==> config.mk <==
export PLATFORM = sky130hd
export DESIGN_NAME = control_sequencer
export DESIGN_NICKNAME = d
export VERILOG_FILES = /design/src/rtl/control_sequencer.sv
export SDC_FILE = /design/constraint.sdc
export NUM_CORES = 1
export LEC_CHECK = 0
export ABC_AREA = 1
export CORE_ASPECT_RATIO = 1.5
export CORE_MARGIN = 2
export CORE_UTILIZATION = 40
export CTS_BUF_LIST = sky130_fd_sc_hd__clkbuf_16
export CTS_CLUSTER_SIZE = 10
export DETAILED_ROUTE_END_ITERATION = 8
export PLACE_DENSITY = 0.82
export SLEW_MARGIN = 30
export SYNTH_ARGS = -nofsm -noshare
export SYNTH_HDL_FRONTEND = slang
export SYNTH_SLANG_ARGS = --single-unit
==> constraint.sdc <==
create_clock -name clock -period 3.06 [get_ports clock]
set_clock_uncertainty 0.05 [all_clocks]
set_input_delay 0.612 -clock clock [delete_from_list [all_inputs] [get_ports clock]]
set_output_delay 0.612 -clock clock [all_outputs]
set_load 0.05 [all_outputs]
==> src/rtl/control_sequencer.sv <==
// rtl/control_sequencer.sv - hardwired multi-cycle control unit for the 32-bit bus datapath
// Moore decode of state and IR drives every datapath strobe; memory steps stall on mem_ready.
module control_sequencer (
  input  logic        clock,
  input  logic        clear,
  input  logic        run,
  input  logic        mem_ready,
  input  logic [31:0] IR,
  output logic [15:0] Rin,
  output logic [15:0] Rout,
  output logic        PCin,
  output logic        PCout,
  output logic        IRin,
  output logic        MARin,
  output logic        MDRin,
  output logic        MDRout,
  output logic        Yin,
  output logic        Zin,
  output logic        Zlowout,
  output logic        Zhighout,
  output logic        HIin,
  output logic        LOin,
  output logic        Cout,
  output logic [7:0]  ALU_control,
  output logic        read,
  output logic        write,
  output logic        done,
  output logic        halted,
  output logic        illegal,
  output logic [3:0]  state
);

  localparam logic [7:0] INC_CODE = 8'h20;
  localparam logic [7:0] ADD_CODE = 8'h03;

  typedef enum logic [3:0] {
    S_IDLE = 4'd0,
    S_T0   = 4'd1,
    S_T1   = 4'd2,
    S_T2   = 4'd3,
    S_T3   = 4'd4,
    S_T4   = 4'd5,
    S_T5   = 4'd6,
    S_T6   = 4'd7,
    S_T7   = 4'd8,
    S_HALT = 4'd9
  } state_t;

  state_t state_q, state_d;
  logic   illegal_q, illegal_d;
  logic   t1_wait_q, t1_wait_d;
  logic   step_done;

  logic [4:0] op;
  logic [3:0] ra, rb, rc;
  logic       is_rtype, is_addi, is_muldiv, is_ld, is_st, is_nop, is_halt;
  logic       unused_ir;

  assign op        = IR[31:27];
  assign ra        = IR[26:23];
  assign rb        = IR[22:19];
  assign rc        = IR[18:15];
  assign unused_ir = ^IR[14:0];

  assign is_rtype  = (op >= 5'b00011) && (op <= 5'b01000);
  assign is_addi   = (op == 5'b01001);
  assign is_muldiv = (op == 5'b01111) || (op == 5'b10000);
  assign is_ld     = (op == 5'b00000);
  assign is_st     = (op == 5'b00010);
  assign is_nop    = (op == 5'b11000);
  assign is_halt   = (op == 5'b11111);

  function automatic logic [15:0] onehot(input logic [3:0] idx);
    onehot = 16'h0001 << idx;
  endfunction

  always_ff @(posedge clock or negedge clear) begin
    if (!clear) begin
      state_q   <= S_IDLE;
      illegal_q <= 1'b0;
      t1_wait_q <= 1'b0;
    end else begin
      state_q   <= state_d;
      illegal_q <= illegal_d;
      t1_wait_q <= t1_wait_d;
    end
  end

  always_comb begin
    state_d     = state_q;
    illegal_d   = illegal_q;
    t1_wait_d   = 1'b0;
    step_done   = 1'b0;
    Rin         = 16'h0000;
    Rout        = 16'h0000;
    PCin        = 1'b0;
    PCout       = 1'b0;
    IRin        = 1'b0;
    MARin       = 1'b0;
    MDRin       = 1'b0;
    MDRout      = 1'b0;
    Yin         = 1'b0;
    Zin         = 1'b0;
    Zlowout     = 1'b0;
    Zhighout    = 1'b0;
    HIin        = 1'b0;
    LOin        = 1'b0;
    Cout        = 1'b0;
    ALU_control = 8'h00;
    read        = 1'b0;
    write       = 1'b0;

    case (state_q)
      S_IDLE: if (run) state_d = S_T0;
      S_T0: begin
        PCout       = 1'b1;
        MARin       = 1'b1;
        Zin         = 1'b1;
        ALU_control = INC_CODE;
        state_d     = S_T1;
      end
      S_T1: begin
        // PC is loaded once; the incremented value stays on the bus while the fetch stalls
        Zlowout = 1'b1;
        PCin    = !t1_wait_q;
        read    = 1'b1;
        MDRin   = 1'b1;
        if (mem_ready) state_d = S_T2;
        else           t1_wait_d = 1'b1;
      end
      S_T2: begin
        MDRout  = 1'b1;
        IRin    = 1'b1;
        state_d = S_T3;
      end
      S_T3: begin
        if (is_rtype || is_addi || is_ld || is_st) begin
          Rout    = onehot(rb);
          Yin     = 1'b1;
          state_d = S_T4;
        end else if (is_muldiv) begin
          Rout    = onehot(ra);
          Yin     = 1'b1;
          state_d = S_T4;
        end else if (is_nop) begin
          step_done = 1'b1;
        end else if (is_halt) begin
          state_d = S_HALT;
        end else begin
          illegal_d = 1'b1;
          state_d   = S_HALT;
        end
      end
      S_T4: begin
        Zin     = 1'b1;
        state_d = S_T5;
        if (is_rtype) begin
          Rout        = onehot(rc);
          ALU_control = {3'b000, op};
        end else if (is_muldiv) begin
          Rout        = onehot(rb);
          ALU_control = {3'b000, op};
        end else begin
          Cout        = 1'b1;
          ALU_control = ADD_CODE;
        end
      end
      S_T5: begin
        Zlowout = 1'b1;
        state_d = S_T6;
        if (is_rtype || is_addi) begin
          Rin       = onehot(ra);
          step_done = 1'b1;
        end else if (is_muldiv) begin
          LOin = 1'b1;
        end else begin
          MARin = 1'b1;
        end
      end
      S_T6: begin
        if (is_muldiv) begin
          Zhighout  = 1'b1;
          HIin      = 1'b1;
          step_done = 1'b1;
        end else if (is_st) begin
          Rout    = onehot(ra);
          MDRin   = 1'b1;
          state_d = S_T7;
        end else begin
          read  = 1'b1;
          MDRin = 1'b1;
          if (mem_ready) state_d = S_T7;
        end
      end
      S_T7: begin
        if (is_st) begin
          write     = 1'b1;
          step_done = mem_ready;
        end else begin
          MDRout    = 1'b1;
          Rin       = onehot(ra);
          step_done = 1'b1;
        end
      end
      S_HALT: state_d = S_HALT;
      default: state_d = S_IDLE;
    endcase

    if (step_done) state_d = run ? S_T0 : S_IDLE;
  end

  assign done    = step_done;
  assign halted  = (state_q == S_HALT);
  assign illegal = illegal_q;
  assign state   = state_q;

endmodule

==> flow_metrics.env, run 1 <==
export IMPL_ctsHoldBuffers=0
export IMPL_worst_ep_arrival_time_ps=2330
export IMPL_nNetsFinal=504
export IMPL_drive_gt1_share_pct=28.8
export IMPL_synth_yosys_warnings=0
export IMPL_routedWlPerCell_um=15.3
export IMPL_clk_pin_slew_ps=40
export IMPL_met3WireLength_um=379
export IMPL_clock_sinks=6
export IMPL_port_buffers=80
export IMPL_max_slew_margin_pct=64.7
export IMPL_clk_path_buf_depth=2
export IMPL_hp_start="illegal"
export IMPL_cts_tree="yes"
export IMPL_endpoint_kind="output pin"
export IMPL_critPathLaunchType="input port"
export IMPL_rows=30
export IMPL_grt_pass1_wl_um=12300
export IMPL_die_y_um=87.0
export IMPL_crit_chain="clkdlybuf4s50_1 -> nor4_2 -> o21ai_0 -> o211ai_1 -> buf_12"
export IMPL_worstSkewPairLatency_ps=230
export IMPL_ff2ff_path_depth=8
export IMPL_timing_rr_start="state[3]"
export IMPL_diodes=0
export IMPL_hold_path_class="reg2reg"
export IMPL_yosysTopAreaCellShare_pct=15.3
export IMPL_num_vias=2903
export IMPL_crit_start="IR[20]"
export IMPL_final_area_sq_um=3430
export IMPL_ys_top_cells_by_area="nand2_1 (15%), nor2_1 (11%), nand4_1 (8.5%)"
export IMPL_cts_made_buffers=3
export IMPL_core_area_sq_um=4470
export IMPL_wl_um=7860
export IMPL_max_stage_delay_ps=620
export IMPL_setup_tns_ps=0
export IMPL_ys_ff_latch=6
export IMPL_r2r_end="state[3]"
export IMPL_grt_max_degree=29
export IMPL_seq_area_frac_synth_pct=8.17
export IMPL_final_setup_viol_count=0
export IMPL_htree_num_levels=1
export IMPL_tightest_slew_ps=528
export IMPL_met1Wirelength_um=2750
export IMPL_run_status="finished clean"
export IMPL_pre_cts_ws_ps=-154
export IMPL_start_util_pct=41.1
export IMPL_grt_pass1_vias=2694
export IMPL_finalCoreUtilization_pct=76.7
export IMPL_avgSynthCellArea_sq_um=5.27
export IMPL_die_x_um=59.3
export IMPL_synth_cell_types=28
export IMPL_grt_antenna_before_repair=0
export IMPL_critical_path_class="in2out"
export IMPL_critical_path_max_fanout=9
export IMPL_required_ps=2400
export IMPL_crit_slowest_cell="clkdlybuf4s50_1"
export IMPL_grt_util_all_layers_pct=30.7
export IMPL_clockRootBuffer="clkbuf_16"
export IMPL_power_density_nw_per_um2=494
export IMPL_drc_errors=0
export IMPL_fillers=346
export IMPL_synth_area_sq_um=1840
export IMPL_postSynthCellCount=349
export IMPL_hold_path_depth=1
export IMPL_ios=98
export IMPL_drtIter0Drc=215
export IMPL_cap_violations=0
export IMPL_slew_violations=0
export IMPL_ir_worst_vdd_mv=0.720
export IMPL_yosysTopAreaCell="nand2_1"
export IMPL_vias_per_cell=5.65
export IMPL_area_growth_pct=86.5
export IMPL_ant_nets=0
export IMPL_globalRouteOverflowTotal=0
export IMPL_hold_viol=0
export IMPL_p_leak_nw=1.59
export IMPL_max_freq_mhz=335
export IMPL_fin_crit_ps=2990
export IMPL_placed_area_sq_um=3290
export IMPL_top_layer="met4"
export IMPL_met2_length_um=4300
export IMPL_layout_common_cells="nand2_1 (75), buf_4 (64), nor2_1 (53)"
export IMPL_dieArea_sq_um=5160
export IMPL_place_congestion=0.935
export IMPL_layout_commonest_cell="nand2_1"
export IMPL_rrSetupSlack_ps=1230
export IMPL_dp_hpwl_um=6330
export IMPL_hold_end="illegal"
export IMPL_fin_crit_sh_pct=97.6
export IMPL_finalWorstSetupSlack_ps=72.3
export IMPL_first_pass_iters=5
critical path: cells and delay by family:
kind            cells  cell delay [ps]
buf+inv             2              800
compound gates      2              480
simple gates        1              440
through the flow:
step                hold WS [ps]  total power [mW]  instances
finish                       429              1.69        514
global route                 472              1.79        514
CTS                          438              1.68        513
detailed placement           425              1.44        509
global placement             414              1.42        509
floorplan                    266             0.940        350
power breakdown:
part,internal (mW),leakage (nW),switching [mW]
Sequential,0.112,0.0773,0.0413
Clock,0.168,0.0370,0.0437
Combinational,0.482,1.48,0.846
cell usage after synthesis (all sizes together):
master,count
dfrtp,6
o21ai,39
clkbuf,5
nor2,63
nor4,5
buf,14
nand3,34
conb,1
nand4,25
nand2,81
a21boi,1
a31oi,5
a21oi,4
o21bai,1
clkinv,1
o32ai,1
o211ai,15
inv,43
nor3,5
flip-flops by register name, summed over array words and instances, names as in the netlist:
register	count
illegal	1
t1_wait_q	1
state	4
layout make-up:
cell class / instances / area (sq um) / share of cell area, %
Sequential cell: 6 / 150 / 4.38
Timing Repair Buffer: 132 / 1520 / 44.5
Clock buffer: 3 / 75.1 / 2.19
Multi-Input combinational cell: 281 / 1450 / 42.4
Tap cell: 48 / 60.1 / 1.75
Inverter: 44 / 166 / 4.86
repair_timing:
item,in CTS,in global routing
pin swaps,6,4
endpoints found under the setup margin,33,6
resized for setup,12,9
buffers inserted,1,1
how the worst max path moves through the flow:
stage	to	slack [ps]	cells past startpoint
2_1_floorplan	Rin[4]	-50	5
3_3_place_gp	Rout[12]	-130	12
3_5_place_dp	Rout[12]	-150	12
4_1_cts	Rout[9]	10	12
5_1_grt	Rout[4]	-6	5
6_report	Rout[4]	70	5
per-layer routing:
metal  up-vias  global-route usage (%)
met1      1326                    31.8
met4         0                    17.4
met5         -                       0
met3        34                    3.42
li1       1410                       -
met2       133                    56.9
cell families after synthesis:
| group | after synthesis | synth area share, % |
|---|---|---|
| compound gates | 66 | 21.0 |
| buf+inv | 63 | 16.4 |
| flops | 6 | 8.17 |
| other cells | 1 | 0.204 |
| simple gates | 213 | 54.2 |
Note: power is estimated with default switching activity, not from simulation.
==> run 2, diff against run 1 <==
- CORE_ASPECT_RATIO: 1.5 -> not set
==> run 2 against run 1 <==
Net effect:
- die area decreased by 0.22%
- wire length decreased by 3.7%
- clock power about the same
- via count decreased by 0.17%
- worst setup slack improved by 10 ps
- global-route usage decreased by 1.7 points
- sequential share of layout area about the same
- sequential power increased by 3%
- combinational power about the same
- first-iteration DRC count increased by 13%
- critical endpoint is now Rout[13]
- largest cell class unchanged
- largest power group unchanged
- highest routed layer unchanged
==> flow_metrics.env, run 2 (synthesis gave the netlist of run 1 again) <==
export IMPL_run_status="finished clean"
export IMPL_grt_antenna_before_repair=0
export IMPL_ios=98
export IMPL_critical_path_class="in2out"
export IMPL_p_seq_share_pct=9.3
export IMPL_tightest_slew_ps=504
export IMPL_dieArea_sq_um=5150
export IMPL_clockRootBuffer="clkbuf_16"
export IMPL_cts_tree="yes"
export IMPL_cts_made_buffers=3
export IMPL_grt_pass1_wl_um=12200
export IMPL_first_pass_iters=6
export IMPL_total_power_mw=1.69
export IMPL_hold_path_class="reg2reg"
export IMPL_diodes=0
export IMPL_clk_path_buf_depth=2
export IMPL_ant_nets=0
export IMPL_num_vias=2898
export IMPL_drc_errors=0
export IMPL_power_density_nw_per_um2=498
export IMPL_hold_viol=0
export IMPL_clk_pin_slew_ps=30
export IMPL_grt_busiest_layer="met2"
export IMPL_largest_register_ffs=4
export IMPL_grt_max_degree=22
export IMPL_core_area_sq_um=4380
export IMPL_max_slew_margin_pct=66.3
export IMPL_layout_commonest_cell="nand2_1"
export IMPL_grt_pass1_vias=2734
export IMPL_grt_util_all_layers_pct=29.0
export IMPL_rows=24
export IMPL_met1_usage_pct=33.6
export IMPL_ir_worst_vdd_mv=0.742
export IMPL_fin_crit_sh_pct=97.3
export IMPL_hp_start="illegal"
export IMPL_clock_sinks=6
export IMPL_critPathLaunchType="input port"
export IMPL_vias_per_cell=5.65
export IMPL_die_x_um=71.8
export IMPL_slew_violations=0
export IMPL_max_freq_mhz=336
export IMPL_ff2ff_path_depth=10
export IMPL_drtIter0Drc=242
export IMPL_wl_um=7570
export IMPL_worstSkewPairLatency_ps=230
export IMPL_drive_gt1_share_pct=28.4
export IMPL_cap_violations=0
export IMPL_p_leak_nw=1.56
export IMPL_hold_path_depth=1
export IMPL_final_setup_viol_count=0
export IMPL_p_comb_share_pct=78.4
export IMPL_nNetsFinal=499
export IMPL_finalCoreUtilization_pct=77.6
export IMPL_power_switching_mw=0.925
export IMPL_hold_end="illegal"
export IMPL_swShare_pct=54.6
export IMPL_dp_hpwl_um=5750
export IMPL_worst_ep_arrival_time_ps=2320
export IMPL_use_met3_pct=2.81
export IMPL_rrSetupSlack_ps=1120
export IMPL_fin_crit_ps=2980
export IMPL_place_congestion=0.931
export IMPL_r2r_end="state[2]"
export IMPL_crit_start="IR[23]"
export IMPL_endpoint_kind="output pin"
export IMPL_rsz0062_at_grt="yes"
export IMPL_grt_use_met2_pct=53.5
export IMPL_port_buffers=80
export IMPL_p_clk_share_pct=12.4
export IMPL_p_int_mw=0.769
export IMPL_layout_common_cells="nand2_1 (73), buf_4 (57), nor2_1 (53)"
export IMPL_timing_rr_start="state[3]"
export IMPL_start_util_pct=41.9
export IMPL_required_ps=2400
export IMPL_globalRouteOverflowTotal=0
export IMPL_critical_path_max_fanout=10
export IMPL_area_growth_pct=85.2
export IMPL_htree_num_levels=1
export IMPL_routedWlPerCell_um=14.8
export IMPL_die_y_um=71.8
export IMPL_placed_area_sq_um=3210
export IMPL_final_area_sq_um=3400
run 2: cell count changes in the layout (fill, tap and decap cells not counted), moves of 2 or more:
cell / previous run / this run
buf_4: 64 / 57
buf_6: 0 / 2
nand2_1: 75 / 73
nand2_2: 3 / 5
run 2: through the flow:
step | worst slack [ps] | hold WS, ps | setup TNS (ps) | instances
after detailed placement | -118 | 433 | -1840 | 504
after CTS | 96.1 | 454 | 0 | 510
after global routing | -60.3 | 477 | -85.4 | 513
after floorplan | -53.0 | 266 | -123 | 350
final | 82.4 | 454 | 0 | 513
after global placement | -73.3 | 425 | -940 | 504
run 2: layer usage:
layer | up-vias | share of wire, %
met5 | - | 0
met4 | 0 | 2.7
met3 | 20 | 7.0
met2 | 154 | 52
met1 | 1316 | 38
li1 | 1408 | -
run 2: cell type report:
cell class | count | area [sq um]
timing repair buffer | 127 | 1490
multi-input combinational | 281 | 1460
fill | 347 | 981
inverter | 44 | 170
sequential | 6 | 150
clock buffer | 3 | 75.1
tap | 52 | 65.1
run 2: what timing repair did:
item,4_1_cts,5_1_grt
hold buffers,0,0
resized for setup,19,7
endpoints found under the setup margin,27,7
setup buffers,3,3
pin swaps,7,4
run 2: critical path: stages:
cell and delay (ps):
clkdlybuf4s50_1 690, nand4_1 300, nor2_1 170, o21ai_0 110, o21ai_1 240, buf_12 170
run 2: power groups by stage:
stage	combinational, mW	sequential (mW)	clock [mW]
after floorplan	0.697	0.243	0
after global placement	1.27	0.154	0
after detailed placement	1.28	0.154	0
after CTS	1.32	0.155	0.213
after global routing	1.40	0.160	0.219
final	1.33	0.157	0.210
run 2: worst max path at each step:
| stage | endpoint | cells past startpoint | slack [ps] |
|---|---|---|---|
| detailed placement | Rout[2] | 13 | -120 |
| finish | Rout[13] | 6 | 80 |
| global placement | Rin[3] | 10 | -70 |
| global route | Rout[4] | 9 | -60 |
| floorplan | Rin[4] | 5 | -50 |
| CTS | Rout[1] | 7 | 100 |
==> run 3, diff against run 2 <==
- CTS_CLUSTER_SIZE: 10 -> not set
==> results of run 3 <==
The final DEF is identical to that of run 2; final timing and power are the same.
